[src/rtl/player_ctrl_pkg.sv]
// player_ctrl_pkg
// Shared constants and helpers for the MP3 player front panel. The same
// volume and song limits are used by the display block and the decoder.
//   VOL_MAX / VOL_MIN     : volume saturation limits
//   NUM_SONGS_DEF         : default song count
//   VOL_DEFAULT_DEF       : default volume after reset
//   song_inc / song_dec   : wrapping song index arithmetic
package player_ctrl_pkg;

  localparam logic [3:0] VOL_MAX         = 4'd15;
  localparam logic [3:0] VOL_MIN         = 4'd0;
  localparam int         NUM_SONGS_DEF   = 4;
  localparam int         VOL_DEFAULT_DEF = 8;

  // Index of each button in the per-button press vector.
  typedef enum logic [2:0] {
    BTN_NEXT  = 3'd0,
    BTN_PRE   = 3'd1,
    BTN_UP    = 3'd2,
    BTN_DOWN  = 3'd3,
    BTN_PAUSE = 3'd4
  } btn_id_e;

  function automatic logic [3:0] song_inc(input logic [3:0] idx,
                                          input logic [3:0] last);
    return (idx == last) ? 4'd0 : idx + 4'd1;
  endfunction

  function automatic logic [3:0] song_dec(input logic [3:0] idx,
                                          input logic [3:0] last);
    return (idx == 4'd0) ? last : idx - 4'd1;
  endfunction

endpackage

[src/rtl/player_ctrl_btn_debounce.sv]
// btn_debounce
// One push-button conditioner: 2-flop synchroniser, hold-time debounce
// counter, stable register and rising-edge detector.
//   CLK     in  : system clock
//   RST_BTN in  : asynchronous active-high reset
//   btn_raw in  : raw asynchronous bouncing button, 1 = pressed
//   press   out : 1-cycle pulse on each accepted 0->1 transition
module btn_debounce
  import player_ctrl_pkg::*;
#(
  parameter int DEBOUNCE_CYCLES = 1_000_000,
  parameter int CNT_W           = 20
) (
  input  logic CLK,
  input  logic RST_BTN,
  input  logic btn_raw,
  output logic press
);

  localparam logic [CNT_W-1:0] CNT_LAST = CNT_W'(DEBOUNCE_CYCLES - 1);

  logic             sync1_q, sync2_q;
  logic             stable_q, stable_d;
  logic             stable_dly_q;
  logic [CNT_W-1:0] cnt_q, cnt_d;

  // The counter only runs while the synchronised level disagrees with the
  // accepted level, so any return to the old level restarts the hold time.
  always_comb begin
    stable_d = stable_q;
    cnt_d    = '0;
    if (sync2_q != stable_q) begin
      if (cnt_q == CNT_LAST) begin
        stable_d = sync2_q;
      end else begin
        cnt_d = cnt_q + 1'b1;
      end
    end
  end

  always_ff @(posedge CLK or posedge RST_BTN) begin
    if (RST_BTN) begin
      sync1_q      <= 1'b0;
      sync2_q      <= 1'b0;
      stable_q     <= 1'b0;
      stable_dly_q <= 1'b0;
      cnt_q        <= '0;
    end else begin
      sync1_q      <= btn_raw;
      sync2_q      <= sync1_q;
      stable_q     <= stable_d;
      stable_dly_q <= stable_q;
      cnt_q        <= cnt_d;
    end
  end

  // Release edges are deliberately ignored.
  assign press = stable_q & ~stable_dly_q;

endmodule

[src/rtl/player_ctrl.sv]
// player_ctrl
// Front-panel control for the MP3 player: debounces the five buttons,
// arbitrates requests and keeps volume, song index and pause state.
//   CLK, RST_BTN        : clock, asynchronous active-high reset
//   btn_next/pre/up/down/pause : raw buttons, 1 = pressed
//   i_finish_song       : decoder level, rising edge = song ended
//   o_next/o_pre/o_vol_plus/o_vol_dec : 1-cycle command pulses
//   o_pause             : 1 = paused
//   vol_level           : volume 0..15
//   song_idx            : song 0..NUM_SONGS-1
module player_ctrl
  import player_ctrl_pkg::*;
#(
  parameter int DEBOUNCE_CYCLES = 1_000_000,
  parameter int CNT_W           = 20,
  parameter int NUM_SONGS       = NUM_SONGS_DEF,
  parameter int VOL_DEFAULT     = VOL_DEFAULT_DEF
) (
  input  logic       CLK,
  input  logic       RST_BTN,
  input  logic       btn_next,
  input  logic       btn_pre,
  input  logic       btn_up,
  input  logic       btn_down,
  input  logic       btn_pause,
  input  logic       i_finish_song,
  output logic       o_next,
  output logic       o_pre,
  output logic       o_vol_plus,
  output logic       o_vol_dec,
  output logic       o_pause,
  output logic [3:0] vol_level,
  output logic [3:0] song_idx
);

  localparam logic [3:0] SONG_LAST = 4'(NUM_SONGS - 1);
  localparam logic [3:0] VOL_RST   = 4'(VOL_DEFAULT);

  logic [4:0] btn_raw;
  logic [4:0] press;

  assign btn_raw = {btn_pause, btn_down, btn_up, btn_pre, btn_next};

  for (genvar g = 0; g < 5; g++) begin : g_btn
    btn_debounce #(
      .DEBOUNCE_CYCLES(DEBOUNCE_CYCLES),
      .CNT_W          (CNT_W)
    ) u_btn (
      .CLK    (CLK),
      .RST_BTN(RST_BTN),
      .btn_raw(btn_raw[g]),
      .press  (press[g])
    );
  end

  // Song-end edge is registered so the update lands one edge after the
  // decoder level is first sampled high.
  logic fin_q;
  logic fin_rise_q, fin_rise_d;

  logic       next_q, next_d;
  logic       pre_q, pre_d;
  logic       plus_q, plus_d;
  logic       dec_q, dec_d;
  logic       pause_q, pause_d;
  logic [3:0] vol_q, vol_d;
  logic [3:0] song_q, song_d;

  logic next_req, prev_req, up_req, down_req;
  logic do_next, do_prev;

  always_comb begin
    fin_rise_d = i_finish_song & ~fin_q;

    // A button next and a song end in the same cycle merge into one request.
    next_req = press[BTN_NEXT] | fin_rise_q;
    prev_req = press[BTN_PRE];
    up_req   = press[BTN_UP];
    down_req = press[BTN_DOWN];

    // Opposing requests in one cycle cancel each other.
    do_next = next_req & ~prev_req;
    do_prev = prev_req & ~next_req;

    next_d  = do_next;
    pre_d   = do_prev;
    plus_d  = 1'b0;
    dec_d   = 1'b0;
    vol_d   = vol_q;
    song_d  = song_q;
    pause_d = pause_q;

    if (do_next) song_d = song_inc(song_q, SONG_LAST);
    if (do_prev) song_d = song_dec(song_q, SONG_LAST);

    // Pulse only when the level really moves; presses at a limit are dropped.
    if (up_req && !down_req && vol_q != VOL_MAX) begin
      vol_d  = vol_q + 4'd1;
      plus_d = 1'b1;
    end else if (down_req && !up_req && vol_q != VOL_MIN) begin
      vol_d = vol_q - 4'd1;
      dec_d = 1'b1;
    end

    // A song change always resumes playback, overriding a pause toggle.
    if (do_next || do_prev) begin
      pause_d = 1'b0;
    end else if (press[BTN_PAUSE]) begin
      pause_d = ~pause_q;
    end
  end

  always_ff @(posedge CLK or posedge RST_BTN) begin
    if (RST_BTN) begin
      fin_q      <= 1'b0;
      fin_rise_q <= 1'b0;
      next_q     <= 1'b0;
      pre_q      <= 1'b0;
      plus_q     <= 1'b0;
      dec_q      <= 1'b0;
      pause_q    <= 1'b0;
      vol_q      <= VOL_RST;
      song_q     <= 4'd0;
    end else begin
      fin_q      <= i_finish_song;
      fin_rise_q <= fin_rise_d;
      next_q     <= next_d;
      pre_q      <= pre_d;
      plus_q     <= plus_d;
      dec_q      <= dec_d;
      pause_q    <= pause_d;
      vol_q      <= vol_d;
      song_q     <= song_d;
    end
  end

  assign o_next     = next_q;
  assign o_pre      = pre_q;
  assign o_vol_plus = plus_q;
  assign o_vol_dec  = dec_q;
  assign o_pause    = pause_q;
  assign vol_level  = vol_q;
  assign song_idx   = song_q;

endmodule

[config.mk]
export PLATFORM = sky130hd
export DESIGN_NAME = player_ctrl
export DESIGN_NICKNAME = d
export VERILOG_FILES = /design/src/rtl/player_ctrl_pkg.sv /design/src/rtl/player_ctrl_btn_debounce.sv /design/src/rtl/player_ctrl.sv
export SDC_FILE = /design/constraint.sdc
export NUM_CORES = 1
export LEC_CHECK = 0
export CORE_UTILIZATION = 65
export CTS_CLUSTER_DIAMETER = 30
export DETAILED_ROUTE_END_ITERATION = 8
export DONT_BUFFER_PORTS = 1
export HOLD_SLACK_MARGIN = 0.02
export PLACE_DENSITY = 0.89
export REMOVE_ABC_BUFFERS = 1
export SLEW_MARGIN = 20
export SYNTH_ARGS = -nofsm -noshare
export SYNTH_HDL_FRONTEND = slang
export SYNTH_SLANG_ARGS = --single-unit
[constraint.sdc]
create_clock -name CLK -period 8.6 [get_ports CLK]
set_input_delay 1.72 -clock CLK [delete_from_list [all_inputs] [get_ports CLK]]
set_output_delay 1.72 -clock CLK [all_outputs]
set_load 0.03 [all_outputs]
# [Yosys cells after proc, flatten, opt, wreduce, memory -nomap -nowiden]
# Index checks and enable logic that the tools add are counted.
[op_classes] muxes=21 n_eq_ne=12 n_bitwise=18 n_reduce_logical=17 addsub=9
[op_table] operator="20-bit two-way mux" count=10
[op_table] operator="20-bit by 1-bit adder with 20-bit output, second input constant" count=5
[op_table] operator="20-bit equality test, second input constant" count=5
[op_table] operator="4-bit two-way mux" count=6
[op_table] operator="2-bit AND reduction" count=5
[op_table] operator="1-bit NOT" count=9
[op_table] operator="4-bit by 1-bit adder with 4-bit output, second input constant" count=2
[op_table] operator="1-bit AND" count=8
[op_table] operator="4-bit by 1-bit subtractor with 4-bit output, second input constant" count=2
[op_table] operator="2-bit nonzero test" count=3
[op_table] operator="1-bit two-way mux" count=5
[op_table] operator="1-bit inequality test" count=5
[op_table] operator="4-bit by 2-bit equality test with 1-bit output, second input constant" count=1
[op_table] operator="1-bit logical AND" count=4
[op_table] operator="4-bit logical NOT" count=1
[op_table] operator="4-bit inequality test, second input constant" count=1
[op_table] operator="4-bit nonzero test" count=1
[op_table] operator="1-bit logical NOT" count=2
[op_table] operator="1-bit logical OR" count=1
[op_table] operator="1-bit OR" count=1
[totals] word_cells=111 input_bits=8 register_bits=135 output_inout_bits=13

# [Depth between registers and ports, before layout]
# Gate-level depths: netlist of the first run.
[logic_depth] word_depth=7 mapped_depth=9 ltp_nobuf=9

# [By module]
# Synthesis of the first run repeated with hierarchy kept, for this count alone.
[hier_totals] hier_cells=633 hier_area_um2=6487.5
[by_module_without_submodules] mod="btn_debounce" cells_each=113 instances=5 area_per_inst_um2=1143.6 seq_area_each_um2=600.6
[by_module_without_submodules] mod="player_ctrl" cells_each=68 instances=1 area_per_inst_um2=769.5 seq_area_each_um2=376.6

# [Worst setup path before layout of the first run]
# Ideal clock, no wire load.
[synth_timing] kind="register -> output" start="reg vol_q[3], in the netlist vol_level[3]" end="out vol_level[3]" n_path_buf=0 setup_slack_ps=6229 stages_incl_launch_ff=1 arrival_time_ps=651 required_ps=6880 cell_sequence="dfstp_2"
[synth_lines] item="start, declared" line="player_ctrl.sv:66" source="logic [3:0] vol_q, vol_d;"
[synth_lines] item="start signal, assigned" line="player_ctrl.sv:132" source="vol_q <= vol_d;"
[synth_lines] item="end, declared" line="player_ctrl.sv:32" source="output logic [3:0] vol_level,"
# No word-level cell between the ends.

# [Worst setup path after layout of the first run]
[layout_timing] start="reg vol_q[1], in the netlist vol_level[1]" end="out vol_level[1]"
# No word-level cell between the ends.

==> results of run 1 <==
metrics by stage:
stage / hold slack [ns] / area (µm²) / cells
floorplan: 0.331 / 6300 / 603
global placement: 0.333 / 6480 / 733
detailed placement: 0.335 / 6480 / 733
CTS: 0.349 / 7110 / 765
global route: 0.369 / 7110 / 765
finish: 0.348 / 7110 / 765
path summary, 6_finish.rpt:
check,from,endpoint,slack (ns),cells after the start
min reg2reg,g_btn[3].u_btn.sync1_q$_DFF_PP0_,g_btn[3].u_btn.sync2_q$_DFF_PP0_,0.35,0
max,vol_level[1]$_DFFE_PP0P_,vol_level[1],5.65,0
max in group asynchronous,RST_BTN,g_btn[0].u_btn.cnt_q[11]$_DFF_PP0_,6.21,2
min,g_btn[3].u_btn.sync1_q$_DFF_PP0_,g_btn[3].u_btn.sync2_q$_DFF_PP0_,0.35,0
max reg2reg,g_btn[1].u_btn.cnt_q[0]$_DFF_PP0_,g_btn[1].u_btn.cnt_q[10]$_DFF_PP0_,6.23,6
min in group asynchronous,RST_BTN,g_btn[4].u_btn.cnt_q[0]$_DFF_PP0_,1.15,1
routing by layer:
layer | up-vias | part of all wire [%] | track usage (%)
met5 | - | 0 | 0
met4 | 0 | 2.2 | 11.5
met3 | 33 | 3.9 | 8.53
met2 | 117 | 52 | 46.2
met1 | 2203 | 42 | 33.6
li1 | 2101 | - | -
registers in the layout (all words and copies together), names as in the netlist, 4 cells and up:
| register | cells |
|---|---|
| g_btn.u_btn.cnt_q | 100 |
| g_btn.u_btn.sync2_q | 5 |
| g_btn.u_btn.stable_q | 5 |
| vol_level | 4 |
| g_btn.u_btn.sync1_q | 5 |
| song_idx | 4 |
| g_btn.u_btn.stable_dly_q | 5 |
cell type report:
cell class	count	area, µm²
Timing Repair Buffer	1	7.51
Clock buffer	20	455
Fill cell	595	2260
Clock inverter	12	174
Multi-Input combinational cell	450	2850
Tap cell	129	161
Inverter	18	75.1
Sequential cell	135	3380
placed cells by master (no fill, tap or decap), drive strengths merged, types with 4 or more instances in the layout:
cell    instances
xor2           59
nand2          43
a21oi           6
inv            18
nor4           15
nand4          24
nand3          39
nor2          121
nor3           15
or2             6
clkbuf         20
mux2            7
and4            7
nand2b          5
clkinv          7
and3           14
ha             12
nor3b           4
dfrtp         134
nor2b           5
o21ai           5
bufinv          4
xnor2          40
logic make-up after synthesis:
kind of cell	after synthesis
compound gates	21
xor+xnor	99
fa+ha+maj	12
buf+inv	29
flops	135
mux	7
simple gates	311
synth_stat cells, drive strengths merged, types with 2 or more instances:
cell type	count	area [µm²]
o31ai	2	15.0
nand3	39	200
and2	3	18.8
nor4b	3	26.3
nand3b	3	22.5
nand4	24	163
or2	6	37.5
inv	18	70.1
nor3b	4	35.0
a31oi	2	12.5
and3	14	87.6
nor3	15	86.3
mux2	7	78.8
ha	12	150
nand2b	5	31.3
nor2b	5	31.3
and4	7	61.3
o21ai	5	25.0
dfrtp	134	3350
a21oi	6	30.0
xnor2	40	350
nor2	121	470
nor4	15	158
xor2	59	517
buf	11	72.6
nand2	43	161
power by group:
group | switching, mW | internal (mW)
Combinational | 0.0415 | 0.0184
Sequential | 0.0236 | 0.648
Clock | 0.271 | 0.493
Total | 0.336 | 1.16
==> impl_metrics.env, run 1 <==
export IMPL_period_minus_slack_ns=2.95
export IMPL_holdBufCountCts=0
export IMPL_grt_max_degree=71
export IMPL_num_nets_final=643
export IMPL_finalCoreUtilization_pct=75.8
export IMPL_vias_per_cell=5.82
export IMPL_synth_yosys_seq_area_share_pct=53.0
export IMPL_postSynth_asyncResetShare_pct=100
export IMPL_crit_fanout=10
export IMPL_fin_ws_ns=5.65
export IMPL_rsz0062_at_grt="no"
export IMPL_postSynthAreaPerCell_um2=10.4
export IMPL_timing_critical_path_to_type="output port"
export IMPL_cts_tree="yes"
export IMPL_first_iter_violations=256
export IMPL_fp_coreArea_um2=9370
export IMPL_path_clk_slew_ns=0.06
export IMPL_finalSetupViolations=0
export IMPL_timing_final_crit_share_pct=34.3
export IMPL_via_count_of_the_first_global_routing_pass=4522
export IMPL_clkLatencyLatePin_ns=0.52
export IMPL_post_cts_setup_buffers=0
export IMPL_synth_xor_xnor_area_share_pct=13.6
export IMPL_finalClockSkew_ns=0.0103
export IMPL_post_layout_total_power_mw=1.50
export IMPL_numCtsBuffers=17
export IMPL_slew_violations=0
export IMPL_cellLeakagePower_nw=3.16
export IMPL_yosys_area_share_adder_pct=2.35
export IMPL_yosys_register_bits=135
export IMPL_floorplan_die_width_um=101
export IMPL_post_cts_sizing=0
export IMPL_flow_area_growth_from_synthesis_pct=11.5
export IMPL_synth_enable_flop_cells=0
export IMPL_path_class="register to output port"
export IMPL_synth_compound_area_share_pct=2.06
export IMPL_synth_simple_gate_area_share_pct=25.5
export IMPL_critPathLaunchType="register"
export IMPL_die_area_um2=10200
export IMPL_synth_cell_area_um2=6380
export IMPL_power_per_cell_area_nw_per_um2=210
export IMPL_synth_area_mux_share_pct=1.24
export IMPL_grt_remaining_overflow=0
export IMPL_antennaDiodeCount=0
export IMPL_cts_path_max_buffers=2
export IMPL_timing_final_hold_violations=0
export IMPL_critPathArrivalTime_ns=1.23
export IMPL_clk_root_buffer_cell="sky130_fd_sc_hd__clkbuf_8"
export IMPL_drtPass1Iterations=6
export IMPL_result_of_the_run="completed"
export IMPL_max_slew_margin_rel_pct=46.6
export IMPL_numClockSinks=135
export IMPL_yosys_cell_types_count=48
export IMPL_drt_wl_total_um=12500
export IMPL_totalNegativeSetupSlack_ns=0
export IMPL_crit_required_ns=6.88
export IMPL_yosysWarningCount=0
export IMPL_worst_slew_pin_transition_ns=0.800
export IMPL_ios=21
export IMPL_timing_fmax_mhz=339
export IMPL_drive_above_1_share_pct=9.28
export IMPL_number_of_design_rule_violations_left_after_detail_routing=0
export IMPL_initial_utilization_pct=68.0
export IMPL_detailedPlacementHpwl_um=7300
export IMPL_maxCapViolCount=0
export IMPL_wl_per_cell_um=16.3
export IMPL_synth_top_family_by_area="simple AND/OR/NAND/NOR gates"
export IMPL_antenna_found_initial=0
export IMPL_synth_ff_type="sky130_fd_sc_hd__dfrtp_1"
export IMPL_preCtsSetupSlack_ns=5.58
export IMPL_synthCells=614
export IMPL_first_pass_grt_wire_length_um=21400
export IMPL_detail_route_antenna_nets=0
export IMPL_cts_max_level=4
export IMPL_groute_usage_overall_pct=27.7
export IMPL_die_h_um=101
export IMPL_hold_path_class="register to register"
export IMPL_numPortBuffers=0
export IMPL_core_rowCount=35
export IMPL_peakVddDrop_mv=0.170
export IMPL_vias=4454
export IMPL_gpl_final_weighted_congestion=0.810
(Power assumes the default switching activity.)
==> run 2: changes to the inputs <==
--- a/config.mk
+++ b/config.mk
@@ -5,12 +5,12 @@
 export SDC_FILE = /design/constraint.sdc
 export NUM_CORES = 1
 export LEC_CHECK = 0
-export CORE_UTILIZATION = 65
+export CORE_UTILIZATION = 57
 export CTS_CLUSTER_DIAMETER = 30
 export DETAILED_ROUTE_END_ITERATION = 8
 export DONT_BUFFER_PORTS = 1
 export HOLD_SLACK_MARGIN = 0.02
-export PLACE_DENSITY = 0.89
+export PLACE_DENSITY = 0.83
 export REMOVE_ABC_BUFFERS = 1
 export SLEW_MARGIN = 20
 export SYNTH_ARGS = -nofsm -noshare
==> constraint.sdc (replaced) <==
create_clock -name CLK -period 2.6 [get_ports CLK]
set_input_delay 0.52 -clock CLK [delete_from_list [all_inputs] [get_ports CLK]]
set_output_delay 0.52 -clock CLK [all_outputs]
set_load 0.03 [all_outputs]
==> run 2 against run 1 <==
Against the previous run:
- register-to-register slack worse by 5.8 ns
- worst setup slack got worse by 5.2 ns
- clock skew fell by 0.0023 ns
- critical path type is now register to register
- non-clock buffer count grew 12
- core utilization fell by 9.8 points
- largest cell class unchanged
- sequential power grew to 3.3 times the previous value
- critical path depth rose by 7
- clock power grew to 3.0 times the previous value
- worst hold slack got worse by 0.21 ns
- sequential share of layout area is 0.57 points lower
- power rose to 3.2 times the previous value
- clock-buffer cell count down 2
==> impl_metrics.env, run 2 (synthesis results as in run 1) <==
export IMPL_result_of_the_run="completed"
export IMPL_core_rowCount=38
export IMPL_regMostFlops="g_btn.u_btn.cnt_q"
export IMPL_peakVddDrop_mv=0.743
export IMPL_worst_slew_pin_transition_ns=0.615
export IMPL_vias_per_cell=5.58
export IMPL_worst_hold_slack_ns=0.143
export IMPL_number_of_design_rule_violations_left_after_detail_routing=0
export IMPL_numCtsBuffers=17
export IMPL_detail_route_antenna_nets=0
export IMPL_drive_above_1_share_pct=9.88
export IMPL_clkLatencyLatePin_ns=0.52
export IMPL_timing_final_hold_violations=0
export IMPL_initial_utilization_pct=58.6
export IMPL_die_h_um=108
export IMPL_post_cts_sizing=0
export IMPL_numPortBuffers=0
export IMPL_max_slew_margin_rel_pct=58.7
export IMPL_cts_max_level=4
export IMPL_critPathLaunchType="register"
export IMPL_antenna_found_initial=1
export IMPL_drt_wl_total_um=11800
export IMPL_cellLeakagePower_nw=3.17
export IMPL_finalSetupViolations=0
export IMPL_startpoint="g_btn[1].u_btn.cnt_q[0]$_DFF_PP0_"
export IMPL_power_per_cell_area_nw_per_um2=657
export IMPL_post_cts_setup_buffers=0
export IMPL_first_iter_violations=262
export IMPL_post_layout_total_power_mw=4.73
export IMPL_floorplan_die_width_um=108
export IMPL_crit_fanout=12
export IMPL_path_class="register to register"
export IMPL_clk_root_buffer_cell="sky130_fd_sc_hd__clkbuf_8"
export IMPL_slew_violations=0
export IMPL_largest_register_ffs=100
export IMPL_drtPass1Iterations=5
export IMPL_rsz0062_at_grt="no"
export IMPL_first_pass_grt_wire_length_um=20500
export IMPL_numClockSinks=135
export IMPL_final_cell_mix="sky130_fd_sc_hd__dfrtp_1, sky130_fd_sc_hd__nor2_1, sky130_fd_sc_hd__xor2_1"
export IMPL_seqCellArea_um2=3380
export IMPL_die_area_um2=11600
export IMPL_most_frequent_standard_cell_in_the_layout_excluding_fill_and_tap_cells="sky130_fd_sc_hd__dfrtp_1"
export IMPL_groute_usage_overall_pct=22.9
export IMPL_grt_max_degree=68
export IMPL_reg2reg_from="g_btn[1].u_btn.cnt_q[0]$_DFF_PP0_"
export IMPL_detailedPlacementHpwl_um=7920
export IMPL_wl_per_cell_um=14.9
export IMPL_multi_input_comb_area_um2=2850
export IMPL_period_minus_slack_ns=2.17
export IMPL_grt_remaining_overflow=0
export IMPL_cts_path_max_buffers=2
export IMPL_crit_required_ns=3.01
export IMPL_timing_final_crit_share_pct=83.7
export IMPL_gpl_final_weighted_congestion=0.853
export IMPL_hp_start="i_finish_song"
export IMPL_num_nets_final=655
export IMPL_cts_tree="yes"
export IMPL_maxCapViolCount=0
export IMPL_critPathArrivalTime_ns=2.58
export IMPL_timing_critical_path_to_type="register"
export IMPL_timing_fmax_mhz=460
export IMPL_fp_coreArea_um2=10900
export IMPL_path_clk_slew_ns=0.06
export IMPL_flow_area_growth_from_synthesis_pct=12.8
export IMPL_hold_path_class="primary input to register"
export IMPL_fill_cells=797
export IMPL_ios=21
export IMPL_via_count_of_the_first_global_routing_pass=4559
export IMPL_finalClockSkew_ns=0.00803
export IMPL_vias=4400
==> run 2: changes by cell type in the layout (fill, tap and decap cells not counted), sizes merged <==
cell,before,now
inv,18,20
diode,0,1
dlygate4sd3,0,7
clkbuf,20,18
bufinv,4,2
clkinv,7,5
clkinvlp,1,5
buf,1,6
==> run 2: per-stage QoR <==
stage | TNS, ns | util, % | std cells | worst slack [ns] | instance area [µm²]
floorplan | -205.50 | - | 603 | -1.53 | 6300
global placement | 0 | 60.1 | 749 | 0.549 | 6540
detailed placement | 0 | 60.1 | 749 | 0.426 | 6540
CTS | 0 | 66.0 | 788 | 0.413 | 7190
global route | 0 | 66.1 | 789 | 0.253 | 7190
finish | 0 | 66.1 | 789 | 0.425 | 7190
==> run 2: timing repair <==
item,CTS,global route
endpoints found under the hold margin,71,0
hold buffers,7,0
endpoints found under the setup margin,0,0
==> run 2: worst paths after layout <==
| check | cells after the start | slack [ns] | to |
|---|---|---|---|
| min reg2reg | 0 | 0.35 | g_btn[2].u_btn.sync2_q$_DFF_PP0_ |
| max reg2reg | 7 | 0.43 | g_btn[1].u_btn.cnt_q[3]$_DFF_PP0_ |
| max | 7 | 0.43 | g_btn[1].u_btn.cnt_q[3]$_DFF_PP0_ |
| max in group asynchronous | 3 | 1.30 | vol_level[3]$_DFFE_PP1P_ |
| min | 1 | 0.14 | fin_rise_q$_DFF_PP0_ |
| min in group asynchronous | 2 | 0.58 | g_btn[0].u_btn.cnt_q[5]$_DFF_PP0_ |
==> run 2: layer usage <==
metal / wire length (µm) / part of all wire [%] / global-route usage [%]
met1: 5320 / 45 / 28.3
met2: 5830 / 49 / 37.6
met3: 374 / 3.2 / 6.60
met4: 254 / 2.2 / 9.39
met5: 0 / 0 / 0
==> run 2: worst max-delay path, stage by stage, from the launching register on <==
cell	delay [ns]
sky130_fd_sc_hd__dfrtp_1	0.39
sky130_fd_sc_hd__ha_1	0.24
sky130_fd_sc_hd__nand4_2	0.16
sky130_fd_sc_hd__or2_1	0.28
sky130_fd_sc_hd__nor4_2	0.31
sky130_fd_sc_hd__nand2b_1	0.35
sky130_fd_sc_hd__buf_4	0.25
sky130_fd_sc_hd__nor2_1	0.07
==> run 2: area by class of cell <==
class                   instances  share of cell area (%)
well taps                     140                    2.44
multi-input cells             450                    39.7
repair buffers                 13                    1.77
clock inverters                14                    2.10
clock buffers                  18                    5.95
diodes                          1                  0.0348
inverters                      18                    1.04
flip-flops and latches        135                    47.0
==> run 2: report_power, final <==
group / internal (mW) / switching (mW) / leakage [nW] / total, mW
combinational: 0.0718 / 0.139 / 1.07 / 0.210
sequential: 2.14 / 0.0748 / 1.84 / 2.22
clock: 1.39 / 0.908 / 0.270 / 2.30
==> run 3: changes to the inputs <==
--- a/config.mk
+++ b/config.mk
@@ -5,12 +5,12 @@
 export SDC_FILE = /design/constraint.sdc
 export NUM_CORES = 1
 export LEC_CHECK = 0
-export CORE_UTILIZATION = 57
+export CORE_UTILIZATION = 63
 export CTS_CLUSTER_DIAMETER = 30
 export DETAILED_ROUTE_END_ITERATION = 8
 export DONT_BUFFER_PORTS = 1
 export HOLD_SLACK_MARGIN = 0.02
-export PLACE_DENSITY = 0.83
+export PLACE_DENSITY = 0.87
 export REMOVE_ABC_BUFFERS = 1
 export SLEW_MARGIN = 20
 export SYNTH_ARGS = -nofsm -noshare
==> constraint.sdc (replaced) <==
create_clock -name CLK -period 2.2 [get_ports CLK]
set_input_delay 0.44 -clock CLK [delete_from_list [all_inputs] [get_ports CLK]]
set_output_delay 0.44 -clock CLK [all_outputs]
set_load 0.03 [all_outputs]
==> run 3 against run 2 <==
Against the previous run:
- highest routed layer unchanged
- sequential power is 18% higher
- clock power is 12% higher
- fmax is 0.70% higher
- clock-buffer cell count is 4 higher
- register-to-register slack worse by 0.38 ns
- wire length is 2.3% higher
- critical path type unchanged
- die area is 9.4% lower
==> impl_metrics.env, run 3 (synthesis results as in run 1) <==
export IMPL_first_iter_violations=170
export IMPL_critPathLaunchType="register"
export IMPL_post_layout_total_power_mw=5.44
export IMPL_finalSetupViolations=0
export IMPL_die_area_um2=10500
export IMPL_groute_usage_overall_pct=25.6
export IMPL_grt_max_degree=58
export IMPL_peakVddDrop_mv=0.624
export IMPL_path_class="register to register"
export IMPL_power_per_cell_area_nw_per_um2=756
export IMPL_reg2reg_from="g_btn[2].u_btn.stable_q$_DFFE_PP0P_"
export IMPL_summed_area_of_non_filler_cells_in_the_final_layout_um2=7200
export IMPL_combined_buffer_and_inverter_count_along_the_critical_path=0
export IMPL_critPathArrivalTime_ns=2.56
export IMPL_timing_critical_path_max_delay_family="simple AND/OR/NAND/NOR gates"
export IMPL_cellLeakagePower_nw=3.21
export IMPL_cp_depth=7
export IMPL_timing_critical_path_to_type="register"
export IMPL_worst_hold_slack_ns=0.0675
export IMPL_timing_final_hold_violations=0
export IMPL_first_pass_grt_wire_length_um=20400
export IMPL_post_cts_setup_buffers=0
export IMPL_rsz0062_at_grt="no"
export IMPL_result_of_the_run="completed"
export IMPL_floorplan_die_width_um=103
export IMPL_slew_violations=0
export IMPL_path_clk_slew_ns=0.06
export IMPL_final_cells=786
export IMPL_critical_path_reg2reg_endpoint="vol_level[2]$_DFFE_PP0P_"
export IMPL_totalNegativeSetupSlack_ns=0
export IMPL_numCtsBuffers=17
export IMPL_timing_hold_worst_path_depth=1
export IMPL_die_h_um=103
export IMPL_crit_required_ns=2.60
export IMPL_vias_per_cell=5.68
export IMPL_largest_register_ffs=100
export IMPL_period_minus_slack_ns=2.16
export IMPL_antennaDiodeCount=0
export IMPL_clkLatencyLatePin_ns=0.53
export IMPL_timing_final_crit_share_pct=98.2
export IMPL_num_nets_final=660
export IMPL_max_slew_margin_rel_pct=61.8
export IMPL_via_count_of_the_first_global_routing_pass=4571
export IMPL_final_cell_mix="sky130_fd_sc_hd__dfrtp_1, sky130_fd_sc_hd__nor2_1, sky130_fd_sc_hd__xor2_1"
export IMPL_seqCellArea_um2=3380
export IMPL_detail_route_antenna_nets=0
export IMPL_wl_per_cell_um=15.3
export IMPL_core_rowCount=36
export IMPL_rrSetupSlack_ns=0.04
export IMPL_clk_root_buffer_cell="sky130_fd_sc_hd__clkbuf_8"
export IMPL_vias=4465
export IMPL_cts_path_max_buffers=2
export IMPL_dp_cells=747
export IMPL_worst_slew_pin_transition_ns=0.568
export IMPL_drtPass1Iterations=5
export IMPL_most_frequent_standard_cell_in_the_layout_excluding_fill_and_tap_cells="sky130_fd_sc_hd__dfrtp_1"
export IMPL_maxCapViolCount=0
export IMPL_placed_cell_area_um2=6580
export IMPL_hold_path_endpoint="fin_rise_q$_DFF_PP0_"
export IMPL_critical_path_slowest_cell="sky130_fd_sc_hd__or4b_1"
export IMPL_drt_wl_total_um=12100
export IMPL_drive_above_1_share_pct=10.6
export IMPL_numClockSinks=135
export IMPL_worstPathCellList="and2b_2, nand3_2, a21oi_1, ha_1, nand2b_1, a211oi_1, or4b_1"
export IMPL_timing_fmax_mhz=463
export IMPL_ios=21
export IMPL_detailedPlacementHpwl_um=7960
export IMPL_multi_input_comb_area_um2=2860
export IMPL_antenna_found_initial=0
export IMPL_flow_area_growth_from_synthesis_pct=12.9
export IMPL_gpl_final_weighted_congestion=0.816
export IMPL_timing_reg2reg_worst_path_depth=7
export IMPL_initial_utilization_pct=65.2
export IMPL_crit_fanout=5
export IMPL_cts_tree="yes"
export IMPL_hp_start="i_finish_song"
export IMPL_crit_path_max_incr_delay_ns=0.54
export IMPL_finalClockSkew_ns=0.00480
export IMPL_grt_remaining_overflow=0
export IMPL_number_of_design_rule_violations_left_after_detail_routing=0
export IMPL_fp_coreArea_um2=9770
export IMPL_fill_cells=624
export IMPL_hold_path_class="primary input to register"
export IMPL_regMostFlops="g_btn.u_btn.cnt_q"
export IMPL_numPortBuffers=0
export IMPL_cts_max_level=4
==> run 3: cell types whose count changed in the layout (fill, tap and decap cells not counted), sizes merged <==
cell and change:
clkinvlp -4, inv -2, bufinv -1, clkinv +3
clkbuf +4, diode -1, buf +5
==> run 3: worst max path at each step <==
stage                                     startpoint                  endpoint  slack, ns
2_1_floorplan                                RST_BTN           fin_q$_DFF_PP0_      -1.85
3_3_place_gp   g_btn[2].u_btn.stable_dly_q$_DFF_PP0_  vol_level[2]$_DFFE_PP0P_       0.22
3_5_place_dp     g_btn[2].u_btn.stable_q$_DFFE_PP0P_  vol_level[2]$_DFFE_PP0P_       0.03
4_1_cts          g_btn[2].u_btn.stable_q$_DFFE_PP0P_  vol_level[2]$_DFFE_PP0P_       0.01
5_1_grt          g_btn[2].u_btn.stable_q$_DFFE_PP0P_  vol_level[2]$_DFFE_PP0P_       0.02
6_report         g_btn[2].u_btn.stable_q$_DFFE_PP0P_  vol_level[2]$_DFFE_PP0P_       0.04
==> run 3: metrics by stage <==
step                      utilization (%)  setup WS (ns)
final                                73.6         0.0401
after global routing                 73.6         0.0212
after CTS                            73.6         0.0102
after detailed placement             67.3         0.0251
after global placement               67.3          0.225
after floorplan                         -          -1.85
==> run 3: cell type report <==
class                      count  area share, %
clock buffer                  22           6.43
clock inverter                10           1.08
inverter                      18           1.04
multi-input combinational    450           39.7
sequential                   135           47.0
tap                          133           2.31
timing repair buffer          18           2.47
==> run 3: metal layers <==
metal  routed length (µm)  GRT usage [%]  up-vias
met5                    0              0        -
met4                  306           10.2        0
li1                     -              -     2119
met1                 5110           31.0     2188
met2                 6080           42.9      122
met3                  548           8.14       36
==> run 3: timing repair <==
| action | CTS | global route |
|---|---|---|
| endpoints found under the setup margin | 0 | 1 |
| resized for setup | 0 | 2 |
| hold endpoints to repair | 59 | 0 |
| hold buffers | 7 | 0 |
==> run 3: power breakdown <==
part | switching (mW) | leakage [nW] | internal [mW]
clock | 0.996 | 0.274 | 1.57
sequential | 0.0883 | 1.84 | 2.53
combinational | 0.167 | 1.10 | 0.0894
